<file path="src/rtl/vsbc_array_if.sv">
// Stream-in and result-out handshake bundle for vsbc_array.
interface vsbc_array_if #(
  parameter int NCH     = 4,
  parameter int TW      = 8,
  parameter int MAX_LEN = 256
);
  localparam int LW = $clog2(MAX_LEN + 1);

  logic              z_valid;
  logic              z_ready;
  logic [NCH-1:0]    z;
  logic              last;
  logic              out_valid;
  logic              out_ready;
  logic [NCH*TW-1:0] bz;
  logic [LW-1:0]     len_out;
  logic [1:0]        term_cause;

  modport master (
    output z_valid, z, last, out_ready,
    input  z_ready, out_valid, bz, len_out, term_cause
  );

  modport slave (
    input  z_valid, z, last, out_ready,
    output z_ready, out_valid, bz, len_out, term_cause
  );
endinterface

</file>
<file path="src/rtl/vsbc_array.sv">
// Multi-channel variable-shift binary counter: NCH stochastic streams share one
// weight k; per-beat add/subtract of k, optional halving, saturated results.
module vsbc_array #(
  parameter int NCH     = 4,
  parameter int W       = 4,
  parameter int TW      = 8,
  parameter int MAX_LEN = 256
) (
  input  logic         clk,
  input  logic         rst_n,
  input  logic         start,
  input  logic [W-1:0] k_init,
  input  logic         bipolar,
  input  logic         rshift,
  output logic         busy,
  vsbc_array_if.slave  io
);
  localparam int LW   = $clog2(MAX_LEN + 1);
  localparam int ACCW = TW + 2 + $clog2(MAX_LEN);

  localparam logic [1:0] S_IDLE = 2'd0;
  localparam logic [1:0] S_RUN  = 2'd1;
  localparam logic [1:0] S_HOLD = 2'd2;

  // Clamp bounds; BMIN is the two's complement of BMAX + 1.
  localparam logic signed [ACCW-1:0] UMAX = (ACCW'(1) << TW) - ACCW'(1);
  localparam logic signed [ACCW-1:0] BMAX = (ACCW'(1) << (TW - 1)) - ACCW'(1);
  localparam logic signed [ACCW-1:0] BMIN = ~BMAX;

  logic [1:0]             state;
  logic [TW:0]            k;
  logic signed [ACCW-1:0] acc [NCH];
  logic [LW-1:0]          cnt;
  logic                   mode;
  logic [1:0]             cause;

  logic                   beat;
  logic signed [ACCW-1:0] k_ext;
  logic [TW:0]            k_nxt;
  logic [LW-1:0]          cnt_nxt;
  logic signed [ACCW-1:0] acc_nxt [NCH];
  logic                   term;
  logic [1:0]             cause_nxt;

  assign beat  = io.z_valid && (state == S_RUN);
  assign k_ext = ACCW'(k);

  assign io.z_ready    = (state == S_RUN);
  assign io.out_valid  = (state == S_HOLD);
  assign busy          = (state == S_RUN) || (state == S_HOLD);
  assign io.len_out    = cnt;
  assign io.term_cause = cause;

  // Next-cycle RUN values: beat update first, then optional halving, then termination.
  always_comb begin
    k_nxt   = rshift ? (k >> 1) : k;
    cnt_nxt = cnt + LW'(beat);
    for (int unsigned i = 0; i < NCH; i++) begin
      acc_nxt[i] = acc[i];
      if (beat) begin
        if (io.z[i])   acc_nxt[i] = acc_nxt[i] + k_ext;
        else if (mode) acc_nxt[i] = acc_nxt[i] - k_ext;
      end
      if (rshift) acc_nxt[i] = acc_nxt[i] >>> 1;
    end
    term      = 1'b0;
    cause_nxt = cause;
    if (beat && io.last) begin
      term      = 1'b1;
      cause_nxt = 2'b00;
    end else if (k_nxt == '0) begin
      term      = 1'b1;
      cause_nxt = 2'b01;
    end else if (cnt_nxt == LW'(MAX_LEN)) begin
      term      = 1'b1;
      cause_nxt = 2'b10;
    end
  end

  // Control FSM and datapath registers.
  always_ff @(posedge clk or negedge rst_n) begin
    if (!rst_n) begin
      state <= S_IDLE;
      k     <= '0;
      cnt   <= '0;
      mode  <= 1'b0;
      cause <= 2'b00;
      for (int unsigned i = 0; i < NCH; i++) acc[i] <= '0;
    end else begin
      case (state)
        S_IDLE: if (start) begin
          state <= S_RUN;
          k     <= {k_init, {(TW - W + 1){1'b0}}};
          cnt   <= '0;
          mode  <= bipolar;
          for (int unsigned i = 0; i < NCH; i++) acc[i] <= '0;
        end
        S_RUN: begin
          k   <= k_nxt;
          cnt <= cnt_nxt;
          for (int unsigned i = 0; i < NCH; i++) acc[i] <= acc_nxt[i];
          if (term) begin
            state <= S_HOLD;
            cause <= cause_nxt;
          end
        end
        S_HOLD: if (io.out_ready) state <= S_IDLE;
        default: state <= S_IDLE;
      endcase
    end
  end

  // Saturating conversion of each accumulator to the TW-bit result.
  always_comb begin
    io.bz = '0;
    for (int unsigned i = 0; i < NCH; i++) begin
      if (mode) begin
        if (acc[i] > BMAX)      io.bz[i*TW +: TW] = BMAX[TW-1:0];
        else if (acc[i] < BMIN) io.bz[i*TW +: TW] = BMIN[TW-1:0];
        else                    io.bz[i*TW +: TW] = acc[i][TW-1:0];
      end else begin
        if (acc[i] < 0)         io.bz[i*TW +: TW] = '0;
        else if (acc[i] > UMAX) io.bz[i*TW +: TW] = UMAX[TW-1:0];
        else                    io.bz[i*TW +: TW] = acc[i][TW-1:0];
      end
    end
  end
endmodule

</file>
<file path="src/flat_wrapper.sv">
// flat-port wrapper written by rule: the top's interface ports become plain ports
module vsbc_array_flat 
#(
  parameter int NCH     = 4,
  parameter int W       = 4,
  parameter int TW      = 8,
  parameter int MAX_LEN = 256
)
  (clk, rst_n, start, k_init, bipolar, rshift, busy, io_z_valid, io_z, io_last, io_out_ready, io_z_ready, io_out_valid, io_bz, io_len_out, io_term_cause);
  vsbc_array_if #(.NCH(NCH), .TW(TW), .MAX_LEN(MAX_LEN)) io_i ();
  input  logic clk;
  input  logic rst_n;
  input  logic start;
  input  logic [W-1:0] k_init;
  input  logic bipolar;
  input  logic rshift;
  output logic busy;
  input wire logic [$bits(io_i.z_valid)-1:0] io_z_valid;
  input wire logic [$bits(io_i.z)-1:0] io_z;
  input wire logic [$bits(io_i.last)-1:0] io_last;
  input wire logic [$bits(io_i.out_ready)-1:0] io_out_ready;
  output wire logic [$bits(io_i.z_ready)-1:0] io_z_ready;
  output wire logic [$bits(io_i.out_valid)-1:0] io_out_valid;
  output wire logic [$bits(io_i.bz)-1:0] io_bz;
  output wire logic [$bits(io_i.len_out)-1:0] io_len_out;
  output wire logic [$bits(io_i.term_cause)-1:0] io_term_cause;
  assign io_i.z_valid = io_z_valid;
  assign io_i.z = io_z;
  assign io_i.last = io_last;
  assign io_i.out_ready = io_out_ready;
  assign io_z_ready = io_i.z_ready;
  assign io_out_valid = io_i.out_valid;
  assign io_bz = io_i.bz;
  assign io_len_out = io_i.len_out;
  assign io_term_cause = io_i.term_cause;
  vsbc_array #(.NCH(NCH), .W(W), .TW(TW), .MAX_LEN(MAX_LEN)) u_core (.clk(clk), .rst_n(rst_n), .start(start), .k_init(k_init), .bipolar(bipolar), .rshift(rshift), .busy(busy), .io(io_i));
endmodule
</file>
<file path="config.mk">
export PLATFORM = sky130hd
export DESIGN_NAME = vsbc_array_flat
export DESIGN_NICKNAME = d
export VERILOG_FILES = /design/src/rtl/vsbc_array_if.sv /design/src/rtl/vsbc_array.sv /design/src/flat_wrapper.sv
export SDC_FILE = /design/constraint.sdc
export NUM_CORES = 1
export LEC_CHECK = 0
export CORE_ASPECT_RATIO = 1.2
export CORE_UTILIZATION = 25
export CTS_BUF_LIST = sky130_fd_sc_hd__clkbuf_4
export DETAILED_ROUTE_END_ITERATION = 16
export GPL_ROUTABILITY_DRIVEN = 0
export HOLD_SLACK_MARGIN = 0.03
export PLACE_DENSITY = 0.5
export SLEW_MARGIN = 20
export SYNTH_ARGS = -nofsm -noshare
export SYNTH_HDL_FRONTEND = slang
export SYNTH_SLANG_ARGS = --single-unit
</file>
<file path="constraint.sdc">
create_clock -name clk -period 4.7 [get_ports clk]
set_clock_uncertainty 0.1 [all_clocks]
set_input_delay 0.705 -clock clk [delete_from_list [all_inputs] [get_ports clk]]
set_output_delay 0.705 -clock clk [all_outputs]
set_load 0.02 [all_outputs]
</file>
-- After elaboration in Yosys (flattened, before gate mapping)
Index checks and enable logic that the tools add are counted.
- order comparisons: 16
- muxes and demuxes: 53
- $add $sub $neg: 9
- eq/ne operators: 11
- reductions and logical operators: 15
- operators by type and width (kind ; number):
    18-bit 2-to-1 mux ; 12
    8-bit 2-to-1 mux ; 20
    72-bit case mux with 2 select lines ; 1
    18-bit by 10-bit adder with 18-bit output ; 4
    18-bit by 8-bit > comparator with 1-bit output (second input constant) ; 4
    18-bit by 9-bit > comparator with 1-bit output (second input constant) ; 4
    18-bit by 1-bit < comparator with 1-bit output (second input constant) ; 4
    18-bit by 8-bit < comparator with 1-bit output (second input constant) ; 4
    72-bit 2-to-1 mux ; 1
    18-bit by 10-bit subtractor with 18-bit output ; 4
    17-bit 2-to-1 mux ; 4
    9-bit case mux with 2 select lines ; 2
    9-bit 2-to-1 mux ; 3
    4-bit by 3-bit != test with 1-bit output (second input constant) ; 4
    4-bit AND reduction ; 4
    2-bit 2-to-1 mux ; 6
    9-bit by 1-bit adder with 9-bit output ; 1
    9-bit == test (second input constant) ; 1
    9-bit logical NOT ; 1
    2-bit case mux with 3 select lines ; 1
    3-bit AND reduction ; 2
    2-bit != test (second input constant) ; 2
    2-bit AND reduction ; 2
    1-bit 2-to-1 mux ; 3
    other kinds (9) ; 10
- input bits: 16
- word-level logic and storage cells: 117
- register bits after elaboration: 95

-- Longest topological paths before layout
Gate-level depths: netlist of run 1.
- depth after elaboration: 9
- depth in mapped cells: 15
- gate-level depth less buffers: 13

-- Least setup slack after synthesis of run 1
Ideal clock, no wire load.
- path kind: register to register
- from: reg u_core.state[1]
- to: reg u_core.state[0]
- setup time: 0.127 ns
- clock period less this slack: 3.753 ns
- data arrival time: 3.525 ns
- cell stages (with the launch flop): 16
- slack: 0.947 ns
- path buffers: 2
- cells stage by stage: dfrtp_1 inv_1 ha_1 clkbuf_1 nand2_1 inv_2 clkbuf_1 ha_1 and3_1 and2_1 and3_1 xor2_1 a31oi_1 o41ai_1 o221a_2 mux2_1
- word-level cells in the longest chain between the ends: 9
- elaborated cells on any way between the ends: 15
- RTL lines (item ; RTL line ; text):
    from (decl) ; vsbc_array.sv:30 ; logic [1:0] state;
    from (signal assigned) ; vsbc_array.sv:83 ; state <= S_IDLE;
    from (signal assigned) ; vsbc_array.sv:92 ; state <= S_RUN;
    from (signal assigned) ; vsbc_array.sv:103 ; state <= S_HOLD;
    2-bit by 1-bit == test with 1-bit output * ; - ;
    via io_z_ready ; flat_wrapper.sv:22 ; output wire logic [$bits(io_i.z_ready)-1:0] io_z_ready;
    1-bit logical AND ; vsbc_array.sv:45 ; assign beat = io.z_valid && (state == S_RUN);
    9-bit by 1-bit adder with 9-bit output ; vsbc_array.sv:57 ; cnt_nxt = cnt + LW'(beat);
    9-bit == test ; vsbc_array.sv:74 ; end else if (cnt_nxt == LW'(MAX_LEN)) begin
    1-bit 2-to-1 mux ; vsbc_array.sv:74 ;
    1-bit 2-to-1 mux ; vsbc_array.sv:71 ; end else if (k_nxt == '0) begin
    1-bit 2-to-1 mux ; vsbc_array.sv:68 ; if (beat && io.last) begin
    2-bit by 1-bit != test with 1-bit output (no line) ; - ;
    3-bit AND reduction (no line) ; - ;
The timed path passes the listed nets; every way through them passes the cells marked *.
A chain may end at the register's enable or synchronous reset.

-- Final worst setup path of run 1
- from: reg u_core.acc[45] (netlist name)
- to: out io_bz[12]
- word-level cells in the longest chain between the ends: 4
- elaborated cells on any way between the ends: 9
- RTL lines (item ; RTL line ; text):
    from (decl) ; vsbc_array.sv:32 ; logic signed [ACCW-1:0] acc [NCH];
    18-bit by 9-bit > comparator with 1-bit output or 18-bit by 8-bit < comparator with 1-bit output (tied branches) ; vsbc_array.sv:123, vsbc_array.sv:119 ;
    8-bit 2-to-1 mux (on tied branches) ; vsbc_array.sv:123, vsbc_array.sv:119 ;
    8-bit 2-to-1 mux (on tied branches) ; vsbc_array.sv:122, vsbc_array.sv:118 ;
    8-bit 2-to-1 mux * ; vsbc_array.sv:117 ; if (mode) begin
    to (decl) ; flat_wrapper.sv:24 ; output wire logic [$bits(io_i.bz)-1:0] io_bz;
Mark *: on every way between the ends. The rest lies on a longest branch, timed or not.

==> out/results.tsv, run 1 <==
metric	value	unit
finalSetupViolCount	0	
final_max_slew_viol_count	0	
cts_sinks	95	
drc	0	
yosys-top-cells-area	dfrtp_1, ha_1, a21oi_1, nand2_1, xnor2_1	
via_count	10500	
antenna_found_initial	1	
ys_ff_latch	95	
dieArea	0.0418	mm2
path_max_fanout	10	
grtUsageTotal	17.9	%
worstPathArrival	3.48	ns
ant_nets	0	
worstPathRequired	3.89	ns
hold_viol_final	0	
post_cts_buffers	0	
n_fill_cell	4377	
period_minus_slack	4.29	ns
synth_edf_count	0	
synth_area	0.0102	mm2
routedWlPerCell	19.6	um
relSlewSlack	38.2	%
routed_wirelength	37300	um
grt_pass1_vias	10300	
synthToLayoutAreaGrowth	12.8	%
start_kind	register	
slowest_stage	clkdlybuf4s50_1	
die_w	187	um
critPathCaptureType	output pin	
first_iter_violations	737	
cts_tree	yes	
clock_path_buffers	2	
root_buffer	clkbuf_4	
syn_area_per_cell	7.60	um2
portBuffers	61	
synth_top_cell_area_share	23.2	%
worst_hold_path_type	in -> async	
clock_insertion_delay_worst_skew	0.52	ns
timing_worst_setup_path_type	reg -> out	
hpwl	27200	um
yosysTopAreaCell	dfrtp_1	
drive_above_1_share	4.98	%
grt_first_pass_wirelength	58800	um
async_flop_share	100	%
critPathMostFrequentCell	nand3_1	
worstMarginPinSlew	0.927	ns
synthDistinctLibCells	77	
timing.hold.ws	0.194	ns
tns	0	ns
grt_overflow	0	
path_cells	nand3_1, nor3_1, nand3_1, o21ai_1, a21oi_1, o22ai_1, clkdlybuf4s50_1	
syn_nets	1449	
cpPeakStageDelay	0.63	ns
core-area	0.0400	mm2
yosysMostFrequentCell	a21oi_1	
hold_buffers	0	
cts_resized	0	
grt_max_degree	60	
viasPerCell	5.51	
fmax	233	MHz
syn_inst	1347	
timing.final.crit_share	91.2	%
clk_transition_reported_paths	0.16	ns
max_cap_viol_count	0	
fp-row-count	80	
fp.dieH	224	um
synth_common_cells	a21oi_1, nand2_1, nor2_1	
yosysSeqAreaShare	23.2	%
cts_made_buffers	9	
nNetsFinal	1462	
start_util	25.6	%
status	finished, final reports clean	
pin_count	62	
rsz0062_at_grt	no	
htree_levels	3	
drtPass1Iterations	7	
synth_flop_cell	dfrtp_1	
yosysWarnings	0	
-- area by class of cell --
class | instances | area, um2 | share of cell area (%)
Inverter | 60 | 225 | 1.95
Timing Repair Buffer | 93 | 843 | 7.30
Clock buffer | 10 | 75.1 | 0.650
Multi-Input combinational cell | 1101 | 7300 | 63.2
Clock inverter | 6 | 61.3 | 0.531
Sequential cell | 95 | 2380 | 20.6
Tap cell | 533 | 667 | 5.77
Antenna cell | 2 | 5.00 | 0.0433
-- registers in the layout, indices dropped and copies added, names as in the netlist --
name,cells
u_core.k,9
u_core.mode,1
u_core.io.len_out,9
u_core.io.term_cause,2
u_core.state,2
u_core.acc,72
-- logic make-up after synthesis --
logic type	Yosys count	share of synthesized area, %
buf+inv	151	5.68
fa+ha+maj	86	11.1
xor+xnor	74	6.33
simple gates	413	19.4
flops	95	23.2
compound gates	515	32.9
mux	13	1.31
-- metal layers --
metal | track usage, % | wire [um] | share of wire (%) | up-vias
li1 | - | - | - | 5016
met1 | 22.3 | 16200 | 44 | 5128
met2 | 31.1 | 18200 | 49 | 263
met3 | 2.02 | 1420 | 3.8 | 66
met4 | 7.64 | 1380 | 3.7 | 0
met5 | 0 | 0 | 0 | -
-- critical path, delay by kind of cell (launching register included) --
kind | cells | cell delay, ns
AO/OA/AOI/OAI | 3 | 0.92
AND/OR/NAND/NOR | 3 | 0.85
buffers and inverters | 1 | 0.63
flip-flops | 1 | 0.57
-- cell usage in the layout, fill, tap and decap left out, types with 49 or more instances in the layout --
cell	Yosys	layout
o21ai_0	85	84
xnor2_1	49	49
o22ai_1	49	49
ha_1	78	78
inv_1	59	58
clkdlybuf4s50_1	0	59
nor2_1	110	109
nand2_1	126	126
a21oi_1	128	128
dfrtp_1	95	95
-- final timing paths --
check / slack [ns] / depth (start not counted) / end / from
min in group clk: 0.45 / 1 / u_core.io.term_cause[0] / u_core.io.term_cause[0]
max in group asynchronous: 3.25 / 2 / u_core.acc[19] / rst_n
setup reg to reg: 1.06 / 9 / u_core.acc[52] / u_core.k[4]
hold reg to reg: 0.45 / 1 / u_core.io.term_cause[0] / u_core.io.term_cause[0]
setup / recovery: 0.41 / 7 / io_bz[12] / u_core.acc[45]
hold / removal: 0.19 / 1 / u_core.acc[71] / rst_n
-- stage by stage --
| step | utilization, % | area [um2] | setup WS [ns] | instances |
|---|---|---|---|---|
| 6_report | 28.8 | 11500 | 0.413 | 1900 |
| 2_1_floorplan | - | 10200 | 0.947 | 1347 |
| 3_3_place_gp | 28.5 | 11400 | 0.877 | 1882 |
| 4_1_cts | 28.8 | 11500 | 0.349 | 1898 |
| 3_5_place_dp | 28.5 | 11400 | 0.845 | 1882 |
| 5_1_grt | 28.8 | 11500 | 0.0234 | 1900 |
Power of run 1 is not shown: default switching activity piles up to over one toggle a cycle in this logic, so the estimate is an artifact.
==> run 2: changes to the inputs <==
MAX_ROUTING_LAYER = met4   (was unset)
==> run 2 against run 1 <==
Net effect: first-iteration DRC count shrank 0.14%; non-clock buffer count is the same; cell count is the same; die area is the same; sequential share of layout area is the same; wire length grew 0.19%; final area is the same; largest cell class unchanged.
==> out/results.tsv, run 2 (synthesis gave the netlist of run 1 again) <==
metric	value	unit	change
largest_reg_flops	72		unchanged
r2r_end	u_core.acc[13]		
seqCellArea	0.00238	mm2	unchanged
die_w	187	um	unchanged
grt_overflow	0		unchanged
routed_wirelength	37300	um	+0.19%
worst_hold_path_type	in -> async		
drtPass1Iterations	5		-2
fp.dieH	224	um	unchanged
synthToLayoutAreaGrowth	12.8	%	unchanged
hold_viol_final	0		unchanged
drc	0		unchanged
final_max_slew_viol_count	0		unchanged
grt_pass1_vias	10300		-0.097%
cts_made_buffers	9		unchanged
n_fill_cell	4377		unchanged
grtUsageTotal	18.4	%	+0.55 points
rsz0062_at_grt	no		
antenna_found_initial	1		unchanged
critPathCaptureType	output pin		
clock_path_buffers	2		unchanged
viasPerCell	5.54		+0.45%
hpwl	27200	um	unchanged
cts_resized	0		unchanged
clock_insertion_delay_worst_skew	0.52	ns	about the same
cts_sinks	95		unchanged
layout_common_cells	a21oi_1, nand2_1, nor2_1		
cpPeakStageDelay	0.60	ns	-0.03 ns
crit_family	simple AND/OR/NAND/NOR gates		
clk_transition_reported_paths	0.16	ns	about the same
fp-row-count	80		unchanged
status	finished, final reports clean		
routedWlPerCell	19.7	um	+0.19%
dr_wl_met3	1500	um	+5.9%
max_cap_viol_count	0		unchanged
placed_area	0.0114	mm2	unchanged
portBuffers	61		unchanged
grt_max_degree	60		unchanged
rr_startpoint	u_core.k[0]		
core-area	0.0400	mm2	unchanged
multi_input_area	0.00730	mm2	unchanged
grt_first_pass_wirelength	58800	um	about the same
ant_nets	0		unchanged
tns	0	ns	unchanged
reg2reg_depth	10		+1
start_kind	register		
start_util	25.6	%	unchanged
slowest_stage	or4_1		
worstPathRequired	3.89	ns	about the same
worstMarginPinSlew	0.936	ns	+0.00964 ns
m1WireLength	16200	um	-0.30%
first_iter_violations	736		-0.14%
final_common_cell	a21oi_1		
period_minus_slack	4.27	ns	-0.0142 ns
via_count	10500		+0.45%
met2_length	18400	um	+0.67%
finish.utilization	28.8	%	unchanged
regMostFlops	u_core.acc		
root_buffer	clkbuf_4		
path_cells	or3_4, nand2b_4, or4_4, or4_1, a21oi_1, o22ai_1, clkdlybuf4s50_1		
path_max_fanout	8		-2
finalSetupViolCount	0		unchanged
drive_above_1_share	4.98	%	unchanged
timing.final.crit_share	90.9	%	-0.30 points
fmax	234	MHz	+0.33%
dieArea	0.0418	mm2	unchanged
highest_layer	met4		
timing_worst_setup_path_type	reg -> out		
crit_buf_inv	1		unchanged
r2r_slack	1.03	ns	-0.03 ns
nNetsFinal	1462		unchanged
hold_buffers	0		unchanged
pin_count	62		unchanged
fin_area	0.0115	mm2	unchanged
relSlewSlack	37.6	%	-0.64 points
htree_levels	3		unchanged
worstPathArrival	3.47	ns	about the same
post_cts_buffers	0		unchanged
cts_tree	yes		
-- run 2: metrics by stage --
step	std cells	hold slack (ns)	setup WS, ns
final	1900	0.196	0.427
after floorplan	1347	0.309	0.947
after global routing	1900	0.220	0.0190
after CTS	1898	0.191	0.349
after global placement	1882	0.404	0.877
after detailed placement	1882	0.409	0.845
-- run 2: how the worst max path moves through the flow --
| stage | startpoint | cells past startpoint | endpoint | slack, ns |
|---|---|---|---|---|
| finish | u_core.acc[46] | 7 | io_bz[12] | 0.43 |
| detailed placement | io_z_valid | 12 | u_core.state[0] | 0.84 |
| global placement | io_z_valid | 12 | u_core.state[0] | 0.88 |
| global route | u_core.acc[45] | 7 | io_bz[9] | 0.02 |
| floorplan | u_core.state[1] | 15 | u_core.state[0] | 0.95 |
| CTS | u_core.acc[45] | 7 | io_bz[13] | 0.35 |
-- run 2: final cells by class --
cell class | count | area share (%)
multi-input cells | 1101 | 63.2
flip-flops and latches | 95 | 20.6
repair buffers | 93 | 7.30
well taps | 533 | 5.77
inverters | 60 | 1.95
clock buffers | 10 | 0.650
clock inverters | 6 | 0.531
diodes | 2 | 0.0433
-- run 2: metal layers --
metal | up-vias | track usage (%)
li1 | 5013 | -
met1 | 5154 | 22.3
met2 | 292 | 31.1
met3 | 61 | 2.04
met4 | 0 | 7.64
met5 | - | -
Power of run 2 is left out for the same reason.
==> run 3: changes to the inputs <==
ABC_CLOCK_PERIOD_IN_PS = 4700   (was unset)
==> results of run 3 <==
Same layout as run 2: the final DEF is identical, and so are final timing and power.
Power of run 3 is left out for the same reason.
